### src/rtl/led_dimmer_multi.sv
// Multi-channel PWM LED dimmer: shared timebase, per-channel programmable intensity
// applied on frame boundaries. Define LED_DIMMER_FADE_EN to ramp levels by FADE_STEP per frame.
module led_dimmer_multi #(
  parameter int NCH        = 4,
  parameter int WIDTH      = 12,
  parameter int PRESC      = 1,
  parameter int FADE_STEP  = 1,
  parameter int INIT_LEVEL = 0
) (
  input  logic             clk,
  input  logic             ck_rst,
  input  logic [NCH-1:0]   en,
  input  logic             wr_en,
  input  logic [3:0]       wr_ch,
  input  logic [WIDTH-1:0] wr_level,
  output logic [NCH-1:0]   led,
  output logic [NCH-1:0]   busy,
  output logic             frame
);

  localparam int               PW         = (PRESC > 1) ? $clog2(PRESC) : 1;
  localparam logic [PW-1:0]    PRESC_LAST = PW'(PRESC - 1);
  localparam logic [WIDTH-1:0] LEVEL_INIT = WIDTH'(INIT_LEVEL);

  logic [PW-1:0]    presc_cnt;
  logic [WIDTH-1:0] pwm_cnt;
  logic             tick;
  logic             boundary;

  logic [WIDTH-1:0] target     [NCH];
  logic [WIDTH-1:0] level      [NCH];
  logic [WIDTH-1:0] target_nxt [NCH];
  logic [WIDTH-1:0] level_nxt  [NCH];

  assign tick     = (presc_cnt == PRESC_LAST);
  assign boundary = tick && (pwm_cnt == '1);

`ifdef LED_DIMMER_FADE_EN
  localparam logic [WIDTH:0] STEP = (WIDTH + 1)'(FADE_STEP);

  // The gap is measured one bit wider so that a step never overshoots or wraps past the target.
  function automatic logic [WIDTH-1:0] fade(input logic [WIDTH-1:0] cur,
                                            input logic [WIDTH-1:0] tgt);
    logic [WIDTH:0] gap;
    gap  = '0;
    fade = cur;
    if (cur < tgt) begin
      gap  = {1'b0, tgt} - {1'b0, cur};
      fade = (gap <= STEP) ? tgt : cur + STEP[WIDTH-1:0];
    end else if (cur > tgt) begin
      gap  = {1'b0, cur} - {1'b0, tgt};
      fade = (gap <= STEP) ? tgt : cur - STEP[WIDTH-1:0];
    end
  endfunction
`endif

  // The boundary reads the registered target, so a write landing on the boundary cycle
  // only takes effect one frame later.
  always_comb begin
    for (int c = 0; c < NCH; c++) begin
      // NOTE: every comb output gets a default first so no path can infer a latch.
      target_nxt[c] = target[c];
      level_nxt[c]  = level[c];
      if (wr_en && (wr_ch == 4'(c))) target_nxt[c] = wr_level;
      if (boundary) begin
`ifdef LED_DIMMER_FADE_EN
        level_nxt[c] = fade(level[c], target[c]);
`else
        level_nxt[c] = target[c];
`endif
      end
    end
  end

  always_ff @(posedge clk or negedge ck_rst) begin
    if (!ck_rst) begin
      presc_cnt <= '0;
      pwm_cnt   <= '0;
      frame     <= 1'b0;
      led       <= '0;
      busy      <= '0;
      // NOTE: target/level are state, not storage; each entry must come out of reset at INIT_LEVEL.
      for (int c = 0; c < NCH; c++) begin
        target[c] <= LEVEL_INIT;
        level[c]  <= LEVEL_INIT;
      end
    end else begin
      // NOTE: non-blocking assignments keep every register sampling the pre-edge state.
      presc_cnt <= tick ? '0 : presc_cnt + PW'(1);
      if (tick) pwm_cnt <= pwm_cnt + WIDTH'(1);
      frame <= boundary;
      for (int c = 0; c < NCH; c++) begin
        target[c] <= target_nxt[c];
        level[c]  <= level_nxt[c];
        led[c]    <= en[c] & ((pwm_cnt < level[c]) | (level[c] == '1));
        busy[c]   <= (level_nxt[c] != target_nxt[c]);
      end
    end
  end

endmodule

### config.mk
export PLATFORM = sky130hd
export DESIGN_NAME = led_dimmer_multi
export DESIGN_NICKNAME = d
export VERILOG_FILES = /design/src/rtl/led_dimmer_multi.sv
export SDC_FILE = /design/constraint.sdc
export NUM_CORES = 1
export LEC_CHECK = 0
export BUFFER_PORTS_ARGS = -buffer_cell sky130_fd_sc_hd__buf_4
export CAP_MARGIN = 5
export CORE_AREA = 2 2 118 148
export CTS_CLUSTER_DIAMETER = 150
export DETAILED_ROUTE_END_ITERATION = 12
export DIE_AREA = 0 0 120 150
export HOLD_SLACK_MARGIN = 0.06
export PLACE_DENSITY = 0.68
export SETUP_SLACK_MARGIN = 0.15
export SLEW_MARGIN = 20
export SYNTH_ARGS = -nofsm -noshare
export SYNTH_HDL_FRONTEND = slang
export SYNTH_SLANG_ARGS = --single-unit
### constraint.sdc
create_clock -name clk -period 2.5 [get_ports clk]
set_clock_uncertainty 0.15 [all_clocks]
set_input_delay 0 -clock clk [delete_from_list [all_inputs] [get_ports clk]]
set_output_delay 0 -clock clk [all_outputs]
set_load 0.02 [all_outputs]
-- Word-level counts from Yosys, hierarchy flattened
Cells that the tools add are included.
- register bits: 118
- output and inout port bits: 9
- logic and storage cells: 55
- add/subtract/negate cells: 2
- order comparisons: 4
- eq/ne operators: 12
- muxes and demuxes: 9
- bitwise gates (word level): 9
- reductions and logical operators: 6
- operator list (cell ; number):
    12-bit 2-to-1 mux ; 8
    12-bit == test (second input constant) ; 5
    12-bit < comparator ; 4
    12-bit != test ; 4
    12-bit by 1-bit adder with 12-bit output (second input constant) ; 1
    4-bit by 2-bit == test with 1-bit output (second input constant) ; 2
    1-bit logical AND ; 5
    1-bit AND ; 4
    4-bit by 1-bit == test with 1-bit output (second input constant) ; 1
    4-bit logical NOT ; 1
    1-bit OR ; 4
    1-bit adder (second input constant) ; 1
    1-bit 2-to-1 mux ; 1
    1-bit inverter ; 1

-- Longest topological paths before layout
- depth in word-level cells: 4
- gate-level depth with buffers: 12

-- Worst setup path after synthesis
No wires, ideal clock.
- path kind: register to register
- start: register pwm_cnt[1]
- end: register busy[2]
- arrival: 2.186 ns
- required time: 2.202 ns
- setup slack: 0.016 ns
- stages on the path, launching flop included: 12
- path buffers: 3
- clock period less this slack: 2.484 ns
- path through: dfrtp_1 ha_1 and4_1 buf_4 nand4_4 inv_2 buf_6 buf_2 nor3_1 o21ai_0 a2111oi_0 nand4_1
- longest elaborated chain between the ends: 4
- ends and longest elaborated chain (element ; line ; source):
    from (decl) ; 26 ; logic [WIDTH-1:0] pwm_cnt;
    from (signal assigned) ; 90 ; if (tick) pwm_cnt <= pwm_cnt + WIDTH'(1);
    12-bit == test ; 36 ; assign boundary = tick && (pwm_cnt == '1);
    1-bit logical AND ; 36 ;
    12-bit 2-to-1 mux ; 65 ; if (boundary) begin
    12-bit != test ; 96 ; busy[c] <= (level_nxt[c] != target_nxt[c]);
    to (signal, indexed assignment) ; 96 ;
    to (decl) ; 17 ; output logic [NCH-1:0] busy,
No other way between the ends.
A chain may end at the register's enable or synchronous reset.

-- Worst setup path in the final report
- start: register pwm_cnt[1]
- end: register busy[3]
Same word-level chain as after synthesis.

==> run metrics <==
initial antenna violation count=0; Crit. End Element=flop; antenna cells=0; grt met3 use=4.92%; fin crit share=between 90% and 100%; GP Congestion=a little over 0.9; Syn Area/Cell=8.43 um2; CTS Buffer Depth=2; critical path's slowest cell=dfrtp_2; FF+latch count, synth=~120; worst hold stages=4; max_slew headroom=roughly two thirds; layout cells sized above 1=20.1%; H-tree levels=4; Power, Total=between 5 and 6 mW; crit start category=flop; CTS tree=built; Max rail drop VDD=477 uV; Data required, critical path=between 2 and 3 ns; RSZ-0062 raised after global routing=true; sw power=~1.6 mW; min-delay src=wr_ch[3]; WHS Endpoint=target[35]; Worst-Skew Late Latency=0.43 ns; root cell of the clock tree=clkbuf_16; Rows=53; worst slew pin tran=between 0.5 and 0.6 ns; WP data arrival=~2.6 ns; Fmax achieved=402 MHz; crit-path cells=ha_4 -> and4_4 -> nand4_4 -> inv_8 -> buf_12 -> buf_16 -> nor4_1 -> a2111oi_2 -> a2111oi_2 -> nand4_1; Most Frequent Cell on Critical Path=a2111oi_2; Core ar.=approximately 17000 um2; Async SR Flop Fraction=100%; Avg WL per Cell=21.2 um; Power Internal=4.13 mW; Layout area overhead=28.3%; # setup viols final=0; drt pass-1 iters=6; die area=18000 um2; vias post-DR=8018; Comb power frac=between 15 and 20%; met2 Use GR=between 40% and 50%; GRT busiest layer=met2; hold crit path type=input pin to flop; Most used DFF post-synth=dfrtp_1; post-synth top area cell=dfrtp_1; Yosys warning total=0; switching share of power=approximately 28%; reg2reg start=pwm_cnt[1]; sequential area share after synthesis=35.9%; total CTS buffers=17; R2R setup slack=0.01 ns; vias in the first global route=7883; pin count of the biggest net entering global routing=54; Lkg Pwr=between 4 and 5 nW; Setup Crit Path Kind=flop to flop; GR Util met1=37.5%; reg2reg end=busy[3]; IO Port Bufs=31; CTS Sinks=117; Yosys cell types=52; mapped cell area=8150 um2; most frequent cells in the layout=160 x nand2_1, 115 x dfrtp_1, 85 x buf_4; Clock power frac=44.2%; cells on worst reg2reg path=10; status=complete, no violations; Tmin final=about 2.5 ns; DRC=0; Synth top area share=35.9%; Max FO, Critical Path=6; Total Routing Usage GR=about 30%; PD cells=around 550 nW/um2; die width=between 100 and 150 um; initial core utilization=between 40 and 50%; DR vias/cell=6.28; die height=150 um; Net Count, Synth=1035; slowest stage delay, CP=0.42 ns; commonest non-fill, non-tap cell in the layout=nand2_1; Routed Wire Length=27000 um; GRT overflow=0; largest cells by area after synthesis=dfrtp_1 36%, nand2_1 7.4%, ha_1 6.9%, o21ai_0 4.6%, xor2_1 4.2%; CTS clk-pin slew, worst paths=0.05 ns; pins over their slew limit=0; final net count=1112; Final Hold Viols=0; number of max-cap violations=0; number of nets with antenna violations after routing=0; Detail Placement HPWL=17200 um; fin util=62.8%; Post-synth EDFFs=0; sequential share of power=39.7%; first-pass GRT wire length=42000 um; Synth Instances=967; # IOs=32; 1st-iter DRT viols=749
==> kinds of logic (layout without fill, tap and decap cells) <==
| logic type | after synthesis | in the layout | share of synthesized area [%] |
|---|---|---|---|
| and+or+nand+nor | 343 | 343 | 20.2 |
| xor gates and xnor gates | 65 | 65 | 6.99 |
| adders and majority gates | 45 | 45 | 6.91 |
| DFF | 117 | 117 | 35.9 |
| muxes | 22 | 22 | 2.96 |
| buffers and inverters | 130 | 220 | 6.86 |
| AOI/OAI and AO/OA | 245 | 245 | 20.1 |
==> worst max-delay path by stage <==
stage              end  slack, ns  startpoint  depth (start not counted)
2_1_floorplan  busy[0]       0.10  pwm_cnt[1]                         11
3_3_place_gp   busy[2]       0.03    wr_ch[0]                          8
3_5_place_dp   busy[3]      -0.08  pwm_cnt[1]                          8
4_1_cts        busy[3]       0.06  pwm_cnt[0]                         10
5_1_grt        busy[3]      -0.05  pwm_cnt[1]                         10
6_report       busy[3]       0.01  pwm_cnt[1]                         10
==> per-layer routing <==
metal	wire, um	part of all wire (%)
met2	12800	47
met3	1800	6.7
met4	1480	5.5
met5	0	0
met1	10900	40
==> metrics by stage <==
stage | worst slack, ns | cells | setup TNS (ns) | area (um2) | hold WS (ns)
after floorplan | 0.102 | 967 | 0 | 8190 | -0.446
after global placement | 0.0316 | 1212 | 0 | 8970 | -0.150
after detailed placement | -0.0802 | 1212 | -0.0802 | 8970 | -0.146
after CTS | 0.0594 | 1272 | 0 | 10200 | 0.117
after global routing | -0.0454 | 1277 | -0.0855 | 10500 | 0.103
final | 0.0124 | 1277 | 0 | 10500 | 0.0965
==> power groups by stage <==
stage          Combinational (mW)  Sequential [mW]  Clock [mW]
2_1_floorplan               0.497             2.24           0
5_1_grt                      1.02             2.30        2.64
3_3_place_gp                0.732             2.29           0
6_report                    0.926             2.28        2.54
3_5_place_dp                0.747             2.29           0
4_1_cts                     0.845             2.27        2.56
==> cells in the mapped netlist (14+ instances only) <==
cell,n
inv_1,56
buf_2,18
a21o_1,35
a41oi_1,15
nand3_1,29
mux2_2,14
a21oi_1,38
xor2_1,39
ha_1,45
nor4_1,29
xnor2_1,26
nor3_1,51
nor2_1,17
dfrtp_1,117
nand4_1,30
o21ai_0,75
nand2_1,161
clkbuf_1,45
==> critical path, delay by kind of cell, from the launching register on <==
kind,cells,cell delay (ns)
AO/OA/AOI/OAI,2,0.44
adder cells (fa/ha/maj),1,0.17
buffers and inverters,3,0.36
flip-flops,1,0.42
AND/OR/NAND/NOR,4,0.81
==> what timing repair did <==
item,CTS,global route
gates resized for setup,48,51
pin swaps,15,19
setup buffers,3,3
hold endpoints to repair,169,0
hold buffers,21,0
cloned,4,3
setup endpoints to repair,4,4
==> final cells by class <==
type / count / area [um2]
clock buffer: 22 / 474
clock inverter: 10 / 128
fill: 1380 / 6190
inverter: 57 / 221
multi-input combinational: 720 / 5070
sequential: 117 / 2930
tap: 220 / 275
timing repair buffer: 130 / 1350
timing repair inverter: 1 / 11.3
==> flip-flops by register name (all words and copies together) (netlist names) <==
register  cells
busy          4
pwm_cnt      12
frame         1
target       48
led           4
level        48
Power figures use the tool's default switching activity.
